===== src/rtl/freq_div_scheduler.sv =====
// freq_div_scheduler
// Run/stop and ratio-reconfiguration controller for an integer clock divider.
// It produces a divided clock level and a period-start tick from clk_in. New
// divide ratios are accepted over a valid/ready handshake. Each new ratio takes
// effect only at a period boundary, so the output period never glitches.
//
// Ports:
//   clk_in      system clock
//   rst         synchronous, active-high reset
//   en_req      level: 1 = run the divider, 0 = stop at the next period boundary
//   cfg_valid   a new ratio is offered on cfg_div
//   cfg_div     requested ratio N (CNT_W bits)
//   cfg_ready   the controller can accept a ratio (the pending slot is empty)
//   div_out     divided clock level: high for ceil(N/2) cycles, low for floor(N/2)
//   tick        one-cycle pulse on the first cycle of each output period
//   busy        1 while the divider is running
//   active_div  ratio currently in force
//   cfg_err     one-cycle pulse after a ratio below 2 was offered and rejected
module freq_div_scheduler #(
  parameter int CNT_W   = 8,
  parameter int DEF_DIV = 7
) (
  input  logic             clk_in,
  input  logic             rst,
  input  logic             en_req,
  input  logic             cfg_valid,
  input  logic [CNT_W-1:0] cfg_div,
  output logic             cfg_ready,
  output logic             div_out,
  output logic             tick,
  output logic             busy,
  output logic [CNT_W-1:0] active_div,
  output logic             cfg_err
);

  typedef enum logic [1:0] {
    IDLE = 2'd0,
    RUN  = 2'd1
  } state_t;

  localparam logic [CNT_W-1:0] DEF_RATIO = CNT_W'(DEF_DIV);
  localparam logic [CNT_W-1:0] ONE       = CNT_W'(1);
  localparam logic [CNT_W-1:0] TWO       = CNT_W'(2);

  state_t           state, state_n;
  logic [CNT_W-1:0] cnt, cnt_n;
  logic [CNT_W-1:0] pend_div, pend_div_n;
  logic             pend_valid, pend_valid_n;
  logic [CNT_W-1:0] active_div_n;
  logic             div_out_n, tick_n, busy_n, cfg_ready_n, cfg_err_n;

  logic             accept, ratio_ok;
  logic             boundary;
  logic [CNT_W-1:0] cnt_inc;
  logic [CNT_W-1:0] high_len;

  assign accept   = cfg_valid & cfg_ready;
  assign ratio_ok = accept & (cfg_div >= TWO);
  assign boundary = (state == RUN) && (cnt == active_div - ONE);
  assign cnt_inc  = cnt + ONE;
  // The high phase is N - floor(N/2), which is ceil(N/2). Computing it this way
  // stays inside CNT_W bits even when N is the largest representable value.
  assign high_len = active_div - (active_div >> 1);

  // This block registers the state and all outputs. Because every output is
  // a flop, div_out and tick stay aligned with cnt and do not glitch.
  always_ff @(posedge clk_in) begin
    if (rst) begin
      state      <= IDLE;
      cnt        <= '0;
      div_out    <= 1'b0;
      tick       <= 1'b0;
      busy       <= 1'b0;
      cfg_err    <= 1'b0;
      active_div <= DEF_RATIO;
      pend_valid <= 1'b0;
      pend_div   <= '0;
      cfg_ready  <= 1'b0;
    end else begin
      state      <= state_n;
      cnt        <= cnt_n;
      div_out    <= div_out_n;
      tick       <= tick_n;
      busy       <= busy_n;
      cfg_err    <= cfg_err_n;
      active_div <= active_div_n;
      pend_valid <= pend_valid_n;
      pend_div   <= pend_div_n;
      cfg_ready  <= cfg_ready_n;
    end
  end

  // This block computes the next state and next output values.
  // The defaults describe a stopped divider. Ratio changes are decided here
  // so that they can only land where a new period begins.
  always_comb begin
    state_n      = IDLE;
    cnt_n        = '0;
    div_out_n    = 1'b0;
    tick_n       = 1'b0;
    busy_n       = 1'b0;
    active_div_n = active_div;
    pend_valid_n = pend_valid;
    pend_div_n   = pend_div;
    cfg_err_n    = accept & ~ratio_ok;

    case (state)
      IDLE: begin
        // While stopped there is no period to protect, so a good ratio
        // takes effect right away.
        if (ratio_ok) begin
          active_div_n = cfg_div;
        end
        if (en_req) begin
          state_n   = RUN;
          div_out_n = 1'b1;
          tick_n    = 1'b1;
          busy_n    = 1'b1;
        end
      end

      RUN: begin
        if (boundary) begin
          // A ratio in the pending slot was queued earlier, so it wins.
          // The slot is full only when cfg_ready is low, so it cannot
          // collide with a ratio that is accepted on this same edge.
          pend_valid_n = 1'b0;
          if (pend_valid) begin
            active_div_n = pend_div;
          end else if (ratio_ok) begin
            active_div_n = cfg_div;
          end
          if (en_req) begin
            state_n   = RUN;
            div_out_n = 1'b1;
            tick_n    = 1'b1;
            busy_n    = 1'b1;
          end
        end else begin
          state_n   = RUN;
          busy_n    = 1'b1;
          cnt_n     = cnt_inc;
          div_out_n = (cnt_inc < high_len);
          if (ratio_ok) begin
            pend_valid_n = 1'b1;
            pend_div_n   = cfg_div;
          end
        end
      end

      default: begin
        state_n = IDLE;
      end
    endcase

    cfg_ready_n = ~pend_valid_n;
  end

endmodule


===== config.mk =====
export PLATFORM = sky130hd
export DESIGN_NAME = freq_div_scheduler
export DESIGN_NICKNAME = d
export VERILOG_FILES = /design/src/rtl/freq_div_scheduler.sv
export SDC_FILE = /design/constraint.sdc
export NUM_CORES = 1
export LEC_CHECK = 0
export ABC_AREA = 1
export CAP_MARGIN = 10
export CORE_AREA = 2 2 63 76
export CTS_CLUSTER_SIZE = 28
export DETAILED_ROUTE_END_ITERATION = 8
export DIE_AREA = 0 0 65 78
export GPL_ROUTABILITY_DRIVEN = 0
export PLACE_DENSITY = 0.86
export SLEW_MARGIN = 20
export SYNTH_ARGS = -nofsm -noshare
export SYNTH_HDL_FRONTEND = slang
export SYNTH_SLANG_ARGS = --single-unit

===== constraint.sdc =====
create_clock -name clk_in -period 3.3 [get_ports clk_in]
set_input_delay 0.66 -clock clk_in [delete_from_list [all_inputs] [get_ports clk_in]]
set_output_delay 0.66 -clock clk_in [all_outputs]
set_load 0.05 [all_outputs]

==> impl_metrics.env <==
export IMPL_status="complete, no violations"
export IMPL_timing_max_cap_violations=0
export IMPL_grt_pass1_wl_mm=9.308
export IMPL_htreeDepth=2
export IMPL_critPathSlowestCell="o31ai_1"
export IMPL_vias=2303
export IMPL_clock_skew_ps=9.098
export IMPL_crit_path_end_kind="flip-flop"
export IMPL_yosys_register_bits=30
export IMPL_grt_pass1_vias=2219
export IMPL_port_buffers=24
export IMPL_drtIter0Drc=145
export IMPL_seq_area_um2=600.6
export IMPL_p_leak_nw=1.497
export IMPL_p_total_w=0.001215
export IMPL_yosysWarnings=0
export IMPL_diodes=0
export IMPL_via_per_inst=4.985
export IMPL_cts_resized=0
export IMPL_cts_tree="done"
export IMPL_switchingPower_w=0.0004952
export IMPL_syn_nets=419
export IMPL_holdBufCountCts=0
export IMPL_cp_top_family="compound AO/OA/AOI/OAI gates"
export IMPL_worst_pin_slew_ps=538.3
export IMPL_post_route_drc_count=0
export IMPL_die_h_um=78
export IMPL_final_max_slew_viol_count=0
export IMPL_rows=26
export IMPL_netlist_instances=380
export IMPL_design_core_area_um2=4262
export IMPL_fill_cells=371
export IMPL_power_density_nw_per_um2=438.8
export IMPL_crit_arrival_ps=3070
export IMPL_totalWireLength_mm=5.117
export IMPL_numClockSinks=30
export IMPL_grt_usage=0.2322
export IMPL_min_delay_path_class="flip-flop to flip-flop"
export IMPL_clkPwrFrac=0.251
export IMPL_synth_area_um2=2394
export IMPL_cts_inserted_buffers=5
export IMPL_ctsRootBufferMaster="clkbuf_8"
export IMPL_setup_ws_ps=462.9
export IMPL_path_cells="inv_1 -> ha_1 -> o31ai_1 -> a21oi_1 -> o21ai_0 -> xor2_1 -> ha_1 -> a21oi_1 -> o21ai_0 -> a21oi_1 -> nand4_1 -> nand2_1"
export IMPL_grt_start_max_net_pins=29
export IMPL_p_sw_frac=0.4075
export IMPL_crit_top_cell="a21oi_1"
export IMPL_insertion_delay_ps=290
export IMPL_timing_setup_tns_ps=0
export IMPL_cell_internal_pwr_w=0.0007199
export IMPL_syn2layout_area_growth_pct=15.68
export IMPL_rsz0062_at_grt="no"
export IMPL_comb_power_share=0.412
export IMPL_crit_required_ps=3530
export IMPL_crit_fanout=7
export IMPL_peakVddDrop_mv=0.3338
export IMPL_crit_path_start_kind="flip-flop"
export IMPL_initial_utilization=0.5617
export IMPL_synth_seq_area_share=0.2509
export IMPL_nNetsFinal=444
export IMPL_grt_remaining_overflow=0
export IMPL_finalCritPeriodShare=0.8597
export IMPL_first_pass_iters=4
export IMPL_hold_viol=0
export IMPL_setup_viol=0
export IMPL_crit_buf_inv=1
export IMPL_avgRoutedWirePerCell_um=11.08
export IMPL_seqPwrFrac=0.337
export IMPL_multiInputGateArea_um2=1501
export IMPL_ant_nets=0
export IMPL_synthDistinctLibCells=26
export IMPL_clk_pin_slew_ps=70
export IMPL_relSlewSlack=0.6400
export IMPL_hpwl_mm=4.024
export IMPL_dieArea_um2=5070
export IMPL_boundaryPins=25
export IMPL_drive_above_1_share=0.05419
export IMPL_fin_crit_ps=2837
export IMPL_fp_dieW_um=65
export IMPL_post_cts_setup_buffer_count=0
export IMPL_cts_path_max_buffers=2
export IMPL_max_freq_mhz=352.5
export IMPL_antenna_found_initial=0
export IMPL_avgSynthCellArea_um2=6.299
export IMPL_max_stage_delay_ps=490
export IMPL_pre_cts_ws_ps=514.0
export IMPL_crit_type="flip-flop to flip-flop"
worst register-to-register path, stage by stage (launching register included):
cell     delay (ps)
dfxtp_1         440
inv_1           180
ha_1            370
o31ai_1         490
a21oi_1         120
o21ai_0         210
xor2_1          170
ha_1            260
a21oi_1         130
o21ai_0         100
a21oi_1         130
nand4_1         100
nand2_1          80
cell usage in the layout, fill, tap and decap left out, drive strengths merged:
cell type,n
clkinvlp,1
a221oi,1
clkbuf,5
ha,26
a31o,1
o21ai,6
o31ai,1
xnor2,1
dfxtp,30
nor2,40
nor3,3
clkinv,2
nand2,121
a21oi,17
fa,1
clkdlybuf4s50,24
buf,3
xor2,9
inv,65
a21boi,1
nand3,37
nand4,11
sequential cells by signal, summed over array words and instances, names as in the netlist:
| register | count |
|---|---|
| pend_valid | 1 |
| tick | 1 |
| active_div | 8 |
| cfg_ready | 1 |
| cnt | 8 |
| busy | 1 |
| pend_div | 8 |
| cfg_err | 1 |
| div_out | 1 |
worst paths after layout:
check	start	endpoint	slack, ps	cells past startpoint
setup / recovery	active_div[2]	div_out	460	12
hold / removal	cfg_ready	cfg_err	490	2
setup reg to reg	active_div[2]	div_out	460	12
hold reg to reg	cfg_ready	cfg_err	490	2
cell families after synthesis:
group | count (synthesis) | synth area share
adder cells (fa/ha/maj) | 27 | 0.1443
AND/OR/NAND/NOR | 212 | 0.3847
buffers and inverters | 74 | 0.1218
flip-flops | 30 | 0.2509
AO/OA/AOI/OAI | 27 | 0.06169
XOR/XNOR | 10 | 0.03659
power groups by stage:
stage | logic, W | registers (W) | clock network (W)
4_1_cts | 0.000501 | 0.000410 | 0.000311
6_report | 0.000501 | 0.000410 | 0.000305
3_5_place_dp | 0.000498 | 0.000417 | 0
3_3_place_gp | 0.000484 | 0.000416 | 0
2_1_floorplan | 0.000325 | 0.000468 | 0
5_1_grt | 0.000574 | 0.000414 | 0.000326
cell type report:
type / instances / area share
multi-input cells: 276 / 0.5422
flip-flops and latches: 30 / 0.2169
repair buffers: 27 / 0.09489
inverters: 65 / 0.08812
well taps: 56 / 0.02530
clock buffers: 5 / 0.02485
clock inverters: 3 / 0.007682
metal layers:
metal / wire [um] / global-route usage
met1: 2197 / 0.2709
met2: 2654 / 0.4103
met3: 153 / 0.04058
met4: 111 / 0.09787
met5: 0 / 0
metrics by stage:
stage               area, um2  utilization  hold WS [ps]  std cells
floorplan                2394            -         452.3        380
global placement         2679       0.6286         470.9        454
detailed placement       2679       0.6286         482.3        454
CTS                      2769       0.6497         494.6        462
global route             2769       0.6497         534.1        462
finish                   2769       0.6497         490.5        462
Yosys cell counts (all sizes together):
master    n  area, um2
a31o      1      8.760
o31ai     1      7.510
nand2   121      456.7
nor3      3      15.01
o21ai     6      30.03
inv      65      244.0
nand3    37      222.7
a221oi    1      8.760
clkbuf    3      11.26
a21boi    1      7.510
dfxtp    30      600.6
nor2     40      157.7
ha       26      325.3
xor2      9      78.83
buf       6      36.29
nand4    11      68.82
a21oi    17      85.08
fa        1      20.02
xnor2     1      8.760
Note: power is estimated with default switching activity, not from simulation.
